`src/rtl/fusion_ctrl.sv`:
```
// fusion_ctrl: sequences a single job through a column of fusion-unit rows.
// It accepts a command, holds its width/sign configuration on the fu_*
// outputs, and issues operand beats into row 0. A tag pipe as deep as the
// column tracks each beat, and the last row's psum is added into a lane-wise
// accumulator when that beat's tag exits. The result is held until it is
// accepted.
//
// Ports:
//   clk, rst                    clock, async active-high reset
//   cmd_valid/cmd_ready         job handshake; cmd_* fields sampled on accept
//   cmd_in_width/weight_width   one-hot {8,4,2,1} operand widths
//   cmd_s_in/cmd_s_weight       operand signedness
//   cmd_len                     number of beats in the job
//   src_valid/src_ready         operand beat handshake
//   fu_en                       beat valid into row 0
//   fu_in_width..fu_s_weight    configuration held for the array
//   psum_out                    psum leaving the last row
//   res_valid/res_ready         result handshake
//   res_data, res_err           accumulated result, bad-width flag
//
// state  | meaning
// IDLE   | waiting for a command
// LOAD   | one cycle to validate the latched command
// ISSUE  | passing operand beats into row 0
// DRAIN  | waiting for in-flight beats to leave the last row
// DONE   | result presented until accepted

module fusion_ctrl #(
  parameter int COL_WIDTH = 13,
  parameter int ROWS      = 4,
  parameter int LEN_W     = 10
) (
  input  logic                   clk,
  input  logic                   rst,
  input  logic                   cmd_valid,
  output logic                   cmd_ready,
  input  logic [3:0]             cmd_in_width,
  input  logic [3:0]             cmd_weight_width,
  input  logic                   cmd_s_in,
  input  logic                   cmd_s_weight,
  input  logic [LEN_W-1:0]       cmd_len,
  input  logic                   src_valid,
  output logic                   src_ready,
  output logic                   fu_en,
  output logic [3:0]             fu_in_width,
  output logic [3:0]             fu_weight_width,
  output logic                   fu_s_in,
  output logic                   fu_s_weight,
  input  logic [4*COL_WIDTH-1:0] psum_out,
  output logic                   res_valid,
  input  logic                   res_ready,
  output logic [4*COL_WIDTH-1:0] res_data,
  output logic                   res_err
);

  localparam int C = COL_WIDTH;
  localparam int W = 4 * COL_WIDTH;

  typedef enum logic [2:0] {
    S_IDLE,
    S_LOAD,
    S_ISSUE,
    S_DRAIN,
    S_DONE
  } state_t;

  state_t           state_q, state_d;
  logic [3:0]       in_width_q, in_width_d;
  logic [3:0]       weight_width_q, weight_width_d;
  logic             s_in_q, s_in_d;
  logic             s_weight_q, s_weight_d;
  logic [LEN_W-1:0] len_q, len_d;
  logic [LEN_W-1:0] cnt_q, cnt_d;
  logic [ROWS-1:0]  tag_q, tag_d;
  logic [W-1:0]     acc_q, acc_d;
  logic             err_q, err_d;
  logic [W-1:0]     acc_sum;
  logic             cfg_ok;
  logic             beat;

  assign cmd_ready       = (state_q == S_IDLE);
  assign src_ready       = (state_q == S_ISSUE);
  assign fu_en           = src_ready & src_valid;
  assign beat            = fu_en;
  assign res_valid       = (state_q == S_DONE);
  assign res_err         = res_valid & err_q;
  assign res_data        = res_valid ? acc_q : '0;
  assign fu_in_width     = in_width_q;
  assign fu_weight_width = weight_width_q;
  assign fu_s_in         = s_in_q;
  assign fu_s_weight     = s_weight_q;

  assign cfg_ok = $onehot(in_width_q) && $onehot(weight_width_q);

  // Lane split follows the weight width; lanes never carry into each other.
  // 2b and 1b weights share the four-lane layout.
  always_comb begin
    acc_sum = '0;
    if (weight_width_q[3]) begin
      acc_sum = acc_q + psum_out;
    end else if (weight_width_q[2]) begin
      acc_sum[2*C-1:0] = acc_q[2*C-1:0] + psum_out[2*C-1:0];
      acc_sum[W-1:2*C] = acc_q[W-1:2*C] + psum_out[W-1:2*C];
    end else begin
      for (int i = 0; i < 4; i++) begin
        acc_sum[i*C +: C] = acc_q[i*C +: C] + psum_out[i*C +: C];
      end
    end
  end

  always_comb begin
    state_d        = state_q;
    in_width_d     = in_width_q;
    weight_width_d = weight_width_q;
    s_in_d         = s_in_q;
    s_weight_d     = s_weight_q;
    len_d          = len_q;
    cnt_d          = cnt_q;
    err_d          = err_q;
    acc_d          = acc_q;
    // Tag for a beat issued this cycle exits ROWS cycles later, aligned
    // with that beat's psum at the last row.
    tag_d          = (tag_q << 1) | ROWS'(fu_en);

    if (tag_q[ROWS-1]) begin
      acc_d = acc_sum;
    end

    case (state_q)
      S_IDLE: begin
        if (cmd_valid) begin
          in_width_d     = cmd_in_width;
          weight_width_d = cmd_weight_width;
          s_in_d         = cmd_s_in;
          s_weight_d     = cmd_s_weight;
          len_d          = cmd_len;
          cnt_d          = '0;
          acc_d          = '0;
          err_d          = 1'b0;
          state_d        = S_LOAD;
        end
      end
      S_LOAD: begin
        err_d = ~cfg_ok;
        if (!cfg_ok || (len_q == '0)) begin
          state_d = S_DONE;
        end else begin
          state_d = S_ISSUE;
        end
      end
      S_ISSUE: begin
        if (beat) begin
          cnt_d = cnt_q + LEN_W'(1);
          if ((cnt_q + LEN_W'(1)) == len_q) begin
            state_d = S_DRAIN;
          end
        end
      end
      S_DRAIN: begin
        // Leave once the pipe will be empty: the final tag is being
        // accumulated this cycle.
        if (tag_d == '0) begin
          state_d = S_DONE;
        end
      end
      S_DONE: begin
        if (res_ready) begin
          state_d = S_IDLE;
        end
      end
      default: state_d = S_IDLE;
    endcase
  end

  always_ff @(posedge clk or posedge rst) begin
    if (rst) begin
      state_q        <= S_IDLE;
      in_width_q     <= '0;
      weight_width_q <= '0;
      s_in_q         <= 1'b0;
      s_weight_q     <= 1'b0;
      len_q          <= '0;
      cnt_q          <= '0;
      tag_q          <= '0;
      acc_q          <= '0;
      err_q          <= 1'b0;
    end else begin
      state_q        <= state_d;
      in_width_q     <= in_width_d;
      weight_width_q <= weight_width_d;
      s_in_q         <= s_in_d;
      s_weight_q     <= s_weight_d;
      len_q          <= len_d;
      cnt_q          <= cnt_d;
      tag_q          <= tag_d;
      acc_q          <= acc_d;
      err_q          <= err_d;
    end
  end

endmodule

```
`config.mk`:
```
export PLATFORM = sky130hd
export DESIGN_NAME = fusion_ctrl
export DESIGN_NICKNAME = d
export VERILOG_FILES = /design/src/rtl/fusion_ctrl.sv
export SDC_FILE = /design/constraint.sdc
export NUM_CORES = 1
export LEC_CHECK = 0
export CAP_MARGIN = 10
export CORE_MARGIN = 2
export CORE_UTILIZATION = 30
export DETAILED_ROUTE_END_ITERATION = 8
export GPL_ROUTABILITY_DRIVEN = 0
export PLACE_DENSITY = 0.56
export SYNTH_ARGS = -nofsm -noshare
export SYNTH_HDL_FRONTEND = slang
export SYNTH_SLANG_ARGS = --single-unit
```
`constraint.sdc`:
```
create_clock -name clk -period 6.14 [get_ports clk]
set_input_delay 0.614 -clock clk [delete_from_list [all_inputs] [get_ports clk]]
set_output_delay 0.614 -clock clk [all_outputs]
set_load 0.03 [all_outputs]
```
== Word-level counts from Yosys, hierarchy flattened ==
Cells that the tools add are included.

* Register bits: 90
* Output and inout bits: 67
* Word-level logic and storage cells: 70

* Add/subtract/negate cells: 14
* Equality and inequality tests: 12
* Multiplexer cells: 18
* Bitwise operators: 4
* Reductions and logical operators: 12

{| class="wikitable"
|+ Operators by type and width
! cell !! number
|-
| two-way mux 52 bit || 6
|-
| adder 13 bit || 4
|-
| adder 26 bit || 2
|-
| adder 52 bit || 1
|-
| two-way mux 10 bit || 2
|-
| case mux 10 bit (2 select lines) || 1
|-
| two-way mux 3 bit || 6
|-
| case mux 3 bit (5 select lines) || 1
|-
| adder 10 x 1 -> 10 bit, second input constant || 1
|-
| equality test 10 bit || 1
|-
| logical NOT 10 bit || 1
|-
| equality test 3 x 1 -> 1 bit, second input constant || 3
|-
| adder 1 x 1 -> 2 bit || 4
|-
| adder 2 x 2 -> 3 bit || 2
|-
| equality test 3 x 2 -> 1 bit, second input constant || 2
|-
| inequality test 2 x 1 -> 1 bit, second input constant || 3
|-
| AND reduction 5 bit || 1
|-
| logical NOT 4 bit || 1
|-
| inequality test 2 bit, second input constant || 2
|-
| OR 4 x 1 -> 4 bit || 1
|-
| AND reduction 2 bit || 2
|-
| nonzero test 2 bit || 2
|-
| equality test 3 bit, second input constant || 1
|-
| logical NOT 3 bit || 1
|-
| 8 further kinds || 9
|}

== Longest topological paths before layout ==
* Word-level depth: 8
* Gate-level depth with buffers: 12
* Depth with buffers taken out: 12

== Worst setup path after synthesis ==
Ideal clock, no wire load.

* Path type: input to register
* Start point: in psum_out[0]
* End point: reg acc_q[44]
* Setup time: 122 ps
* Arrival: 2930 ps
* Path slack: 3088 ps
* Cell stages on the path: 11
* Path buffers: 0
* Cell sequence: ha_1 -> fa_1 -> a21o_1 -> a221o_1 -> a211oi_2 -> or3b_1 -> a2111o_1 -> nand2_1 -> a2111oi_2 -> and3b_1 -> nor3_1

* Cells in the longest elaborated chain, start to end: 5

{| class="wikitable"
|+ Ends and longest elaborated chain
! item !! line !! source
|-
| from (decl) || 49 || <nowiki>input logic [4*COL_WIDTH-1:0] psum_out,</nowiki>
|-
| adder 52 bit (*) || 100 || <nowiki>acc_sum = acc_q + psum_out;</nowiki>
|-
| two-way mux 52 bit (*) || 99 || <nowiki>if (weight_width_q[3]) begin</nowiki>
|-
| two-way mux 52 bit (*) || 125 || <nowiki>if (tag_q[ROWS-1]) begin</nowiki>
|-
| two-way mux 52 bit || 131 || <nowiki>if (cmd_valid) begin</nowiki>
|-
| two-way mux 52 bit (*) || 129 || <nowiki>case (state_q)</nowiki>
|-
| net acc_d[44] || 75 || <nowiki>logic [W-1:0] acc_q, acc_d;</nowiki>
|-
| to (signal assigned) || 185 || <nowiki>acc_q <= '0;</nowiki>
|-
| to (signal assigned) || 196 || <nowiki>acc_q <= acc_d;</nowiki>
|-
| to (decl) || 75 ||
|}

The timed path passes the listed nets; every way through them passes the cells marked *.
A chain may end at the register's enable or synchronous reset.

== Worst setup path after layout ==
* Start point: in psum_out[0]
* End point: reg acc_q[36]

The elaborated chain is that of the path after synthesis.

==> impl_metrics.yaml <==
clocking:
  cts_tree: "built"
  cts_buffers: 9
  cts.path.max_buffers: 2
  holdBufCountCts: 0
  ctsResizeCount: 0
  postCtsSetupRepairBufs: 0
  clock-sinks: 90
  clk_pin_slew_ns: 0.07
  cts_max_level: 3
  cts_root_buf: "clkbuf_16"
  clock_latency_ns: 0.35
grt:
  grt_start_max_net_pins: 48
  grt_use_total_pct: 18.20
  use_met1_pct: 26.90
  grt_pass1_vias: 7387
  grt_use_met3_pct: 3.120
  gr-usage-met2_pct: 27.64
  grt_pass1_wl_um: 40860
  global_route.overflow_total: 0
  antenna_found_initial: 0
  grt_busiest_layer: "met2"
timing:
  fin_skew_ns: 0.009231
  fmax_mhz: 279.8
  rsz0062_at_grt: "no"
  setup_viol: 0
  holdWs_ns: 0.3877
  final.min_clock_period_ns: 3.574
  slew_viol_final: 0
  relSlewSlack_pct: 38.87
  worst_slew_pin_slew_ns: 0.9170
  hold_viol_final: 0
  period_share_pct: 58.20
  finalSetupTns_ns: 0
worst_setup_path:
  required_ns: 6.38
  cp-end-kind: "flop"
  crit-reg2reg-launch: "fu_weight_width[3]"
  start_kind: "primary input"
  crit_type: "in -> reg"
  arrival_ns: 3.81
  worstSetupStartpoint: "psum_out[0]"
  critPathMaxFanout: 4
worst_hold_path:
  hold_start: "tag_q[1]"
  hold_class: "reg -> reg"
power_and_ir_drop:
  powerDensity_nw_per_um2: 355.4
  ir_worst_vdd_uv: 167.9
  switchingPower_uw: 1683
  switching_share_pct: 47.85
  p_int_uw: 1834
  leakage_uw: 0.004262
  power_frac_comb_pct: 56.2
  p_clk_share_pct: 17.1
  power_frac_seq_pct: 26.7
yosys:
  ys_warn_count: 0
  syn_inst: 1010
  ys_seq_area_share_pct: 28.20
  ys_types: 71
  syn-cell-area_um2: 7985
  ys_async_sr_fraction_pct: 100.0
  synth_edf_count: 0
  dominantRegCellSynth: "dfrtp_1"
  syn_avg_cell_area_um2: 7.906
  synth-seq-cells: 90
  syn_nets: 1149
die:
  die_w_um: 167.1
  die_area_um2: 27940
  io_pins: 144
  core-area_um2: 26130
  start_util_pct: 30.56
  fp.dieH_um: 167.1
  rows: 59
detailed_routing:
  dr.pass1.iters: 9
  drcViolationCount: 10
  ant_nets: 0
  dr_total_vias: 7791
  wl_per_cell_um: 17.67
  drt_iter0_drc: 690
  drt-vias-per-instance: 5.366
  routed_wl_um: 25660
place:
  hpwl_um: 19510
  io_buffers: 143
  dp_cells: 1436
final_layout:
  layoutNonFillerInstCount: 1452
  nets: 1251
  utilization_pct: 37.88
  drive_gt1_share_pct: 3.491
  n_antenna_cell: 0
  syn2layout_area_growth_pct: 23.96
run:
  drv_cap: 0
status:
  status: "finished, violations left"
  violations: "design-rule violations"
routing by layer:
metal,part of all wire [%],vias to the layer above,wire [um]
met1,50,3703,12790
met5,0,-,0
li1,-,3823,-
met3,5.8,20,1500
met4,1.3,0,335
met2,43,245,11040
stage by stage:
step	setup WS, ns	total power [uW]	area [um2]
CTS	2.660	3528	9898
global placement	2.342	2898	9585
detailed placement	2.301	2911	9585
floorplan	3.088	2327	7985
finish	2.566	3517	9898
global route	2.432	3799	9898
cell type report:
type	instances	area, um2
sequential	90	2253
timing repair buffer	150	1484
inverter	35	133.9
tap	335	419.2
clock inverter	6	73.82
fill	2822	16230
multi-input combinational	826	5295
clock buffer	10	239.0
worst paths after layout:
path                               to  slack, ns  cells after the start
min                          tag_q[2]       0.39                      0
min in group asynchronous     fu_s_in       0.67                      2
max reg2reg                state_q[1]       2.60                     10
max                         acc_q[36]       2.57                     12
min reg2reg                  tag_q[2]       0.39                      0
max in group asynchronous   acc_q[25]       4.38                      3
worst max-delay path: stages:
cell	delay [ns]
clkdlybuf4s50_1	0.47
ha_1	0.20
fa_1	0.23
a21o_1	0.16
a221o_1	0.24
a211oi_2	0.14
or3b_1	0.43
a211oi_1	0.26
nor2_1	0.10
o41ai_1	0.66
and3_1	0.25
nor3_1	0.05
cells in the mapped netlist, types with 7 or more instances:
| library cell | n | share of area, % |
|---|---|---|
| dfrtp_1 | 90 | 28 |
| nor3b_1 | 7 | 0.66 |
| clkbuf_1 | 36 | 1.7 |
| buf_2 | 10 | 0.63 |
| nor3_1 | 18 | 1.1 |
| a21o_1 | 15 | 1.4 |
| nor2b_1 | 7 | 0.55 |
| nand2b_1 | 12 | 0.94 |
| nand4_1 | 20 | 1.6 |
| xor2_1 | 18 | 2.0 |
| a31oi_1 | 13 | 1.0 |
| ha_1 | 56 | 8.8 |
| inv_1 | 34 | 1.6 |
| xnor2_1 | 35 | 3.8 |
| nor2_1 | 87 | 4.1 |
| buf_6 | 8 | 1.1 |
| a211oi_1 | 13 | 1.2 |
| o21ai_0 | 84 | 5.3 |
| a21oi_1 | 81 | 5.1 |
| and2_1 | 54 | 4.2 |
| nand3_1 | 14 | 0.88 |
| mux2i_1 | 24 | 3.0 |
| and3_1 | 17 | 1.3 |
| nand3b_1 | 8 | 0.75 |
| o21a_1 | 10 | 0.94 |
| nand2_1 | 129 | 6.1 |
| o31ai_1 | 12 | 1.1 |
kinds of logic after synthesis:
| family | share of synthesized area (%) |
|---|---|
| simple gates | 24.37 |
| compound gates | 22.77 |
| buf+inv | 5.563 |
| flops | 28.20 |
| fa+ha+maj | 10.28 |
| xor+xnor | 5.813 |
| mux | 3.008 |
registers in the layout, summed over array words and instances (netlist names):
| name | cells |
|---|---|
| fu_weight_width | 4 |
| fu_s_in | 1 |
| fu_in_width | 4 |
| err_q | 1 |
| cnt_q | 10 |
| tag_q | 4 |
| fu_s_weight | 1 |
| acc_q | 52 |
| len_q | 10 |
| state_q | 3 |
layout by cell type (no fill, tap or decap), types with 4 or more instances in the layout:
master,synthesis,layout
fa_1,6,6
xnor2_1,35,35
a21o_1,15,15
xor2_1,18,18
nand4_1,20,20
o21a_1,10,10
a311oi_1,5,5
nand2_1,129,129
a211oi_1,13,13
a21oi_1,81,81
nand3_1,14,14
clkdlybuf4s50_1,0,143
and3_1,17,17
o21ai_0,84,84
o211ai_1,6,6
mux2i_1,24,24
and2_1,54,53
o21bai_1,5,5
nand3b_1,8,8
nor3_1,18,18
a21boi_0,4,4
nor2_1,87,87
clkbuf_16,0,9
o21ai_1,5,5
ha_1,56,56
nor3b_1,7,6
o31ai_1,12,12
nor2b_1,7,7
buf_4,5,7
nand2b_1,12,12
inv_1,34,33
dfrtp_1,90,89
clkinv_4,0,4
nor4_1,6,6
a31oi_1,13,13
a221oi_1,5,5
power by group through the flow:
stage               logic, uW  registers, uW  clock network (uW)
finish                   1980            939                 602
global route             2190            967                 642
CTS                      1970            939                 617
detailed placement       1960            948                   0
global placement         1950            949                   0
floorplan                1400            928                   0
(Power assumes the default switching activity.)
